[src/rtl/kf8237_pkg.sv]
// Shared definitions for the KF8237 CPU-side bus initiator: command codes,
// register offsets, phase/sequencer states and the PROGRAM_CHANNEL step table.
package kf8237_pkg;

  typedef enum logic [1:0] {
    CMD_PROGRAM_CHANNEL = 2'b00,
    CMD_WRITE_REG       = 2'b01,
    CMD_READ_REG        = 2'b10,
    CMD_RESERVED        = 2'b11
  } command_e;

  localparam logic [3:0] REG_COMMAND            = 4'h8;
  localparam logic [3:0] REG_REQUEST            = 4'h9;
  localparam logic [3:0] REG_SINGLE_MASK        = 4'hA;
  localparam logic [3:0] REG_MODE               = 4'hB;
  localparam logic [3:0] REG_CLEAR_BYTE_POINTER = 4'hC;
  localparam logic [3:0] REG_MASTER_CLEAR       = 4'hD;
  localparam logic [3:0] REG_CLEAR_MASK         = 4'hE;
  localparam logic [3:0] REG_ALL_MASK           = 4'hF;

  typedef enum logic [2:0] {
    PH_IDLE,
    PH_SETUP,
    PH_STROBE,
    PH_HOLD,
    PH_GAP
  } phase_e;

  typedef enum logic [1:0] {
    SEQ_IDLE,
    SEQ_RUN,
    SEQ_DONE
  } seq_e;

  typedef struct packed {
    command_e    command;
    logic [1:0]  channel;
    logic [7:0]  mode;
    logic [15:0] base_address;
    logic [15:0] word_count;
    logic        unmask;
    logic [3:0]  reg_address;
    logic [7:0]  reg_write_data;
  } request_t;

  typedef struct packed {
    logic [3:0] addr;
    logic [7:0] data;
  } access_t;

  // Register offset and data byte presented on the bus for a given step.
  function automatic access_t step_access(input request_t r, input logic [2:0] step);
    access_t a;
    a = '{addr: 4'h0, data: 8'h00};
    case (r.command)
      CMD_PROGRAM_CHANNEL: begin
        case (step)
          3'd0:    a = '{addr: REG_SINGLE_MASK,           data: {5'b0, 1'b1, r.channel}};
          3'd1:    a = '{addr: REG_CLEAR_BYTE_POINTER,    data: 8'h00};
          3'd2:    a = '{addr: REG_MODE,                  data: {r.mode[7:2], r.channel}};
          3'd3:    a = '{addr: {1'b0, r.channel, 1'b0},   data: r.base_address[7:0]};
          3'd4:    a = '{addr: {1'b0, r.channel, 1'b0},   data: r.base_address[15:8]};
          3'd5:    a = '{addr: {1'b0, r.channel, 1'b1},   data: r.word_count[7:0]};
          3'd6:    a = '{addr: {1'b0, r.channel, 1'b1},   data: r.word_count[15:8]};
          default: a = '{addr: REG_SINGLE_MASK,           data: {5'b0, 1'b0, r.channel}};
        endcase
      end
      CMD_WRITE_REG: a = '{addr: r.reg_address, data: r.reg_write_data};
      CMD_READ_REG:  a = '{addr: r.reg_address, data: 8'h00};
      default:       a = '{addr: 4'h0, data: 8'h00};
    endcase
    return a;
  endfunction

  // Index of the final access; the unmask write is appended only on request.
  function automatic logic [2:0] final_step(input request_t r);
    if (r.command == CMD_PROGRAM_CHANNEL) return r.unmask ? 3'd7 : 3'd6;
    return 3'd0;
  endfunction

endpackage

[src/rtl/kf8237_bus_initiator_if.sv]
// Pin-level bus between the CPU-side initiator (master) and the KF8237 register port (slave).
interface kf8237_bus_initiator_if;
  logic       chip_select_n;
  logic       io_read_n;
  logic       io_write_n;
  logic [3:0] address_out;
  logic [7:0] data_bus_out;
  logic [7:0] data_bus_in;
  logic       bus_locked;

  modport master (
    output chip_select_n, io_read_n, io_write_n, address_out, data_bus_out,
    input  data_bus_in, bus_locked
  );

  modport slave (
    input  chip_select_n, io_read_n, io_write_n, address_out, data_bus_out,
    output data_bus_in, bus_locked
  );
endinterface

[src/rtl/kf8237_bus_cycle.sv]
// Runs one register access: SETUP, STROBE (stretched while the DMA holds the bus),
// HOLD and GAP; captures read data on the strobe's releasing edge.
module kf8237_bus_cycle
  import kf8237_pkg::*;
#(
  parameter int unsigned STROBE_CYCLES = 2,
  parameter int unsigned GAP_CYCLES    = 1
) (
  input  logic       clock,
  input  logic       reset_n,
  input  logic       req,
  output logic       ack,
  input  logic       is_read,
  input  logic [3:0] addr,
  input  logic [7:0] wdata,
  output logic [7:0] rdata,
  kf8237_bus_initiator_if.master bus
);

  localparam logic [3:0] STROBE_LAST = 4'(STROBE_CYCLES - 1);
  localparam logic [3:0] GAP_LAST    = 4'(GAP_CYCLES - 1);

  phase_e     phase, phase_next;
  logic [3:0] count, count_next;
  logic       capture;

  // NOTE: sequential state uses <= so every flop samples the pre-edge values.
  always_ff @(posedge clock or negedge reset_n) begin
    if (!reset_n) begin
      phase <= PH_IDLE;
      count <= '0;
      rdata <= '0;
    end else begin
      phase <= phase_next;
      count <= count_next;
      if (capture) rdata <= bus.data_bus_in;
    end
  end

  always_comb begin
    // NOTE: defaults first, so no path through the case leaves a signal unassigned (no latch).
    phase_next = phase;
    count_next = count;
    capture    = 1'b0;
    ack        = 1'b0;
    case (phase)
      PH_IDLE: if (req && !bus.bus_locked) phase_next = PH_SETUP;
      PH_SETUP: begin
        phase_next = PH_STROBE;
        count_next = '0;
      end
      PH_STROBE: begin
        if (count != STROBE_LAST) begin
          count_next = count + 4'd1;
        end else if (!bus.bus_locked) begin
          phase_next = PH_HOLD;
          capture    = is_read;
        end
      end
      PH_HOLD: begin
        phase_next = PH_GAP;
        count_next = '0;
      end
      PH_GAP: begin
        if (count != GAP_LAST) begin
          count_next = count + 4'd1;
        end else begin
          // A follow-on access chains straight into SETUP so the gap is exactly GAP_CYCLES.
          ack        = 1'b1;
          phase_next = (req && !bus.bus_locked) ? PH_SETUP : PH_IDLE;
        end
      end
      default: phase_next = PH_IDLE;
    endcase
  end

  assign bus.chip_select_n = !(phase inside {PH_SETUP, PH_STROBE, PH_HOLD});
  assign bus.io_read_n     = !((phase == PH_STROBE) && is_read);
  assign bus.io_write_n    = !((phase == PH_STROBE) && !is_read);
  assign bus.address_out   = addr;
  assign bus.data_bus_out  = wdata;

endmodule

[src/rtl/kf8237_bus_initiator.sv]
// CPU-side initiator for the KF8237: latches a command and sequences one access
// (WRITE_REG/READ_REG) or the full channel-programming write sequence.
module kf8237_bus_initiator
  import kf8237_pkg::*;
#(
  parameter int unsigned STROBE_CYCLES = 2,
  parameter int unsigned GAP_CYCLES    = 1
) (
  input  logic        clock,
  input  logic        reset_n,
  input  logic        start,
  input  logic [1:0]  command,
  input  logic [1:0]  channel,
  input  logic [7:0]  mode,
  input  logic [15:0] base_address,
  input  logic [15:0] word_count,
  input  logic        unmask,
  input  logic [3:0]  reg_address,
  input  logic [7:0]  reg_write_data,
  kf8237_bus_initiator_if.master bus,
  output logic        busy,
  output logic        done,
  output logic [7:0]  read_data
);

  seq_e       state, state_next;
  request_t   incoming, req_q;
  access_t    access_q;
  logic [2:0] step;
  logic       accept, advance, last_access, ack, cycle_req;

  assign incoming = '{
    command:        command_e'(command),
    channel:        channel,
    mode:           mode,
    base_address:   base_address,
    word_count:     word_count,
    unmask:         unmask,
    reg_address:    reg_address,
    reg_write_data: reg_write_data
  };

  assign last_access = (step == final_step(req_q));

  always_ff @(posedge clock or negedge reset_n) begin
    if (!reset_n) state <= SEQ_IDLE;
    else          state <= state_next;
  end

  always_comb begin
    state_next = state;
    accept     = 1'b0;
    advance    = 1'b0;
    case (state)
      SEQ_RUN: begin
        if (ack) begin
          if (last_access) state_next = SEQ_DONE;
          else             advance    = 1'b1;
        end
      end
      default: begin
        // IDLE and DONE both take a new command; a reserved code is dropped silently.
        state_next = SEQ_IDLE;
        if (start && (incoming.command != CMD_RESERVED)) begin
          accept     = 1'b1;
          state_next = SEQ_RUN;
        end
      end
    endcase
  end

  always_ff @(posedge clock or negedge reset_n) begin
    if (!reset_n) begin
      req_q    <= '0;
      step     <= '0;
      access_q <= '0;
    end else if (accept) begin
      req_q    <= incoming;
      step     <= '0;
      access_q <= step_access(incoming, 3'd0);
    end else if (advance) begin
      step     <= step + 3'd1;
      access_q <= step_access(req_q, step + 3'd1);
    end
  end

  // Drop the request during the final GAP cycle so the access engine returns to idle.
  assign cycle_req = (state == SEQ_RUN) && !(ack && last_access);
  assign busy      = (state == SEQ_RUN);
  assign done      = (state == SEQ_DONE);

  kf8237_bus_cycle #(
    .STROBE_CYCLES(STROBE_CYCLES),
    .GAP_CYCLES   (GAP_CYCLES)
  ) u_bus_cycle (
    .clock  (clock),
    .reset_n(reset_n),
    .req    (cycle_req),
    .ack    (ack),
    .is_read(req_q.command == CMD_READ_REG),
    .addr   (access_q.addr),
    .wdata  (access_q.data),
    .rdata  (read_data),
    .bus    (bus)
  );

endmodule

[src/flat_wrapper.sv]
// flat-port wrapper written by rule: the top's interface ports become plain ports
module kf8237_bus_initiator_flat import kf8237_pkg::*;
#(
  parameter int unsigned STROBE_CYCLES = 2,
  parameter int unsigned GAP_CYCLES    = 1
)
  (clock, reset_n, start, command, channel, mode, base_address, word_count, unmask, reg_address, reg_write_data, busy, done, read_data, bus_chip_select_n, bus_io_read_n, bus_io_write_n, bus_address_out, bus_data_bus_out, bus_data_bus_in, bus_bus_locked);
  kf8237_bus_initiator_if bus_i ();
  input  logic clock;
  input  logic reset_n;
  input  logic start;
  input  logic [1:0] command;
  input  logic [1:0] channel;
  input  logic [7:0] mode;
  input  logic [15:0] base_address;
  input  logic [15:0] word_count;
  input  logic unmask;
  input  logic [3:0] reg_address;
  input  logic [7:0] reg_write_data;
  output logic busy;
  output logic done;
  output logic [7:0] read_data;
  output wire logic [$bits(bus_i.chip_select_n)-1:0] bus_chip_select_n;
  output wire logic [$bits(bus_i.io_read_n)-1:0] bus_io_read_n;
  output wire logic [$bits(bus_i.io_write_n)-1:0] bus_io_write_n;
  output wire logic [$bits(bus_i.address_out)-1:0] bus_address_out;
  output wire logic [$bits(bus_i.data_bus_out)-1:0] bus_data_bus_out;
  input wire logic [$bits(bus_i.data_bus_in)-1:0] bus_data_bus_in;
  input wire logic [$bits(bus_i.bus_locked)-1:0] bus_bus_locked;
  assign bus_chip_select_n = bus_i.chip_select_n;
  assign bus_io_read_n = bus_i.io_read_n;
  assign bus_io_write_n = bus_i.io_write_n;
  assign bus_address_out = bus_i.address_out;
  assign bus_data_bus_out = bus_i.data_bus_out;
  assign bus_i.data_bus_in = bus_data_bus_in;
  assign bus_i.bus_locked = bus_bus_locked;
  kf8237_bus_initiator #(.STROBE_CYCLES(STROBE_CYCLES), .GAP_CYCLES(GAP_CYCLES)) u_core (.clock(clock), .reset_n(reset_n), .start(start), .command(command), .channel(channel), .mode(mode), .base_address(base_address), .word_count(word_count), .unmask(unmask), .reg_address(reg_address), .reg_write_data(reg_write_data), .bus(bus_i), .busy(busy), .done(done), .read_data(read_data));
endmodule
[config.mk]
export PLATFORM = sky130hd
export DESIGN_NAME = kf8237_bus_initiator_flat
export DESIGN_NICKNAME = d
export VERILOG_FILES = /design/src/rtl/kf8237_pkg.sv /design/src/rtl/kf8237_bus_initiator_if.sv /design/src/rtl/kf8237_bus_cycle.sv /design/src/rtl/kf8237_bus_initiator.sv /design/src/flat_wrapper.sv
export SDC_FILE = /design/constraint.sdc
export NUM_CORES = 1
export LEC_CHECK = 0
export CAP_MARGIN = 20
export CORE_ASPECT_RATIO = 0.8
export CORE_UTILIZATION = 51
export CTS_CLUSTER_SIZE = 20
export DETAILED_ROUTE_END_ITERATION = 8
export GPL_TIMING_DRIVEN = 0
export HOLD_SLACK_MARGIN = 0.02
export PLACE_DENSITY = 0.88
export SLEW_MARGIN = 30
export SYNTH_ARGS = -nofsm -noshare
export SYNTH_HDL_FRONTEND = slang
export SYNTH_SLANG_ARGS = --single-unit
[constraint.sdc]
create_clock -name clock -period 2.8 [get_ports clock]
set_clock_uncertainty 0.05 [all_clocks]
set_input_delay 0.28 -clock clock [delete_from_list [all_inputs] [get_ports clock]]
set_output_delay 0.28 -clock clock [all_outputs]
set_load 0.02 [all_outputs]
==> impl_metrics.ini <==
[critical_path]
r2r-end = u_core.access_q[2]
crit_start = u_core.req_q[56]
rrSetupSlack_ns = 0.25
timing.rr.start = u_core.step[0]
crit_path_end = bus_io_write_n
worst-r2r-cell-count = 7
cp_slowest_cell = clkdlybuf4s50_1
worstSetupEndpointType = primary output
critPathLaunchType = flip-flop
cp_max_fo = 10
crit_required_ns = 2.47
max_stage_delay_ns = 0.60
path_cells = clkbuf_1, nor2b_1, nand2b_1, clkdlybuf4s50_1
critPathKind = flip-flop to primary output
critical_path_arrival_ns = 2.23

[yosys]
ys.warnings.count = 0
synth-seq-cells = 87
synth_seq_area_share = 0.506
async_flop_share = 1.00
ys.flop_type = dfrtp_1
synthDistinctLibCells = 54
synth-edff-count = 0
synth_area_um2 = 4300
synth_nets = 565
syn_inst = 488
avgSynthCellArea_um2 = 8.81

[pwr]
internal_power_w = 0.00353
p_sw_frac = 0.410
p_clk_frac = 0.175
irDropWorstVdd_mv = 0.500
powerDensity_nw_per_um2 = 1070
power_switching_w = 0.00245
comb_power_share = 0.475
p_leak_nw = 2.64
p_seq_frac = 0.350

[cells_and_area]
seq_area_um2 = 2180
num_antenna_cells = 0
final_cells = 703
nFillCells = 628
multi_input_area_um2 = 1950
final_net_count = 667
area_growth_pct = 30.4
design_area_um2 = 5610
final_layout_size_suffix_gt1_frac = 0.0840

[drt]
detail_route.wl_per_cell_um = 16.3
routed_wirelength_um = 11500
dr.pass1.iters = 6
routed_via_density = 5.63
drc = 0
ant_nets = 0
first_iter_violations = 300
dr_total_vias = 3961

[run_status]
outcome = finished clean

[timing]
relSlewSlack = 0.482
max_slew.worst_pin.slew_ns = 0.776
min_period_over_period = 0.915
slew_violations = 0
fmax_mhz = 390
setup_violations = 0
period_minus_slack_ns = 2.56
rsz0062_at_grt = false
hold_viol_final = 0

[global_route]
grt_max_degree = 55
grt.total_usage = 0.276
grt_pass1_wl_um = 18900
gr-total-overflow = 0
grt_pass1_vias = 3888
antenna_found_initial = 0

[clock_network]
cts_tree = built
clkTransAtPathRegs_ns = 0.08
ctsHtreeMaxLevel = 3
cts_inserted_buffers = 9
cts-root-buf = clkbuf_8
cts_sinks = 87
clk_path_buf_depth = 2
clk_latency_ns = 0.36

[placed_design]
dp_cells = 686
place.gp.congestion = 0.901
post_dp_cell_area_um2 = 5350
io_buffers = 89
hpwl_um = 8360

[floorplanning]
die_h_um = 84.1
fp.coreArea_um2 = 8060
start_util = 0.534
chipWidth_um = 105
ios = 94
rows = 29
die_area_um2 = 8800

[worst_hold_path]
holdPathStages = 2
min-delay-path-class = input port to flip-flop

[job]
cap_viol_max_count = 0
## through the flow
step	TNS [ns]	setup WS (ns)	hold slack, ns	util	total power [W]
2_1_floorplan	0	0.642	-0.0656	-	0.00386
3_3_place_gp	-142.52	-1.64	0.406	0.661	0.00473
3_5_place_dp	0	0.0536	0.138	0.665	0.00488
4_1_cts	0	0.0437	0.218	0.695	0.00594
5_1_grt	0	0.120	0.242	0.696	0.00635
6_report	0	0.238	0.227	0.696	0.00598
## sequential cells by signal, indices dropped and copies added (netlist names)
signal and cells:
u_core.access_q 12, u_core.state 2, u_core.step 3, u_core.u_bus_cycle.phase 3, u_core.u_bus_cycle.rdata 8, u_core.u_bus_cycle.count 4, u_core.req_q 55
## power groups by stage
stage               sequential (W)  combinational [W]  clock, W
floorplan                  0.00217            0.00169         0
global placement           0.00207            0.00266         0
detailed placement         0.00210            0.00278         0
CTS                        0.00208            0.00280   0.00105
global route               0.00214            0.00310   0.00111
finish                     0.00209            0.00284   0.00105
## cells in the mapped netlist (all sizes together), types with 2 or more instances
master	instances	area share
a211o	2	0.0041
a211oi	2	0.0064
a21boi	4	0.0070
a21o	3	0.0052
a21oi	18	0.021
a221o	2	0.0047
a221oi	6	0.012
a222oi	5	0.012
a22oi	7	0.012
a31oi	9	0.013
and2	2	0.0029
buf	9	0.012
clkbuf	21	0.019
dfrtp	87	0.51
ha	8	0.023
inv	13	0.011
maj3	2	0.0047
mux2	10	0.026
mux2i	2	0.0047
nand2	173	0.15
nand2b	4	0.0058
nand3	9	0.010
nor2	26	0.023
nor2b	7	0.010
nor3	8	0.0093
nor3b	6	0.012
o21a	3	0.0052
o21ai	19	0.022
o22a	2	0.0041
o31ai	2	0.0047
o41ai	2	0.0041
or2	3	0.0044
or3	2	0.0041
xnor2	2	0.0058
## critical path: cells and delay by family (launching register included)
kind                   cells  cell delay [ns]
flip-flops                 1             0.36
AND/OR/NAND/NOR            2             0.56
buffers and inverters      2             0.96
## worst min-delay path by stage
stage                     from            endpoint  slack [ns]
4_1_cts             command[1]    u_core.req_q[56]        0.22
5_1_grt             command[1]    u_core.req_q[56]        0.24
3_5_place_dp           reset_n    u_core.req_q[15]        0.14
6_report            command[1]    u_core.req_q[56]        0.23
2_1_floorplan          reset_n  u_core.access_q[0]       -0.07
3_3_place_gp   u_core.req_q[2]     u_core.req_q[2]        0.41
## final cells by class
| class | instances | share of cell area |
|---|---|---|
| Sequential cell | 87 | 0.388 |
| Multi-Input combinational cell | 358 | 0.347 |
| Timing Repair Buffer | 91 | 0.166 |
| Tap cell | 108 | 0.0241 |
| Buffer | 30 | 0.0237 |
| Clock buffer | 10 | 0.0228 |
| Clock inverter | 6 | 0.0194 |
| Inverter | 13 | 0.00871 |
## metal layers
metal | global-route usage | wire length [um] | up-vias
met3 | 0.0640 | 894 | 40
met5 | 0 | 0 | -
met2 | 0.446 | 5370 | 188
li1 | - | - | 1842
met4 | 0.106 | 310 | 0
met1 | 0.364 | 4900 | 1891
## repair_timing
action / CTS / global route
hold endpoints to repair: 33 / 0
buffers inserted: 0 / 0
gates resized for setup: 0 / 1
setup endpoints to repair: 0 / 4
hold buffers: 1 / 0
## logic make-up (layout without fill, tap and decap cells)
group                    Yosys count  in the layout  share of synthesized area
AO/OA/AOI/OAI                     87             87                      0.140
XOR/XNOR                           3              3                    0.00786
adder cells (fa/ha/maj)           10             10                     0.0279
buffers and inverters             43            150                     0.0422
flip-flops                        87             87                      0.506
multiplexers                      12             12                     0.0309
AND/OR/NAND/NOR                  246            246                      0.244
## cell usage in the layout (no fill, tap or decap), types with 2 or more instances in the layout
cell type,count
nand2_1,173
clkdlybuf4s50_1,88
dfrtp_1,87
nor2_1,25
clkbuf_1,19
a21oi_1,18
o21ai_0,18
inv_1,12
mux2_2,10
nand3_1,9
a31oi_1,9
clkbuf_8,9
ha_1,8
nor2b_1,7
buf_2,7
a22oi_1,7
nor3_1,7
a221oi_1,6
nor3b_1,5
a222oi_1,5
nand2b_1,4
a21boi_0,4
clkbuf_2,3
o21a_1,3
a21o_1,3
bufinv_16,3
or2_2,2
and2_1,2
buf_6,2
o22a_1,2
a221o_1,2
a211o_1,2
mux2i_1,2
o41ai_1,2
maj3_1,2
clkinv_2,2
No activity file was read; power rests on OpenSTA's default activity.
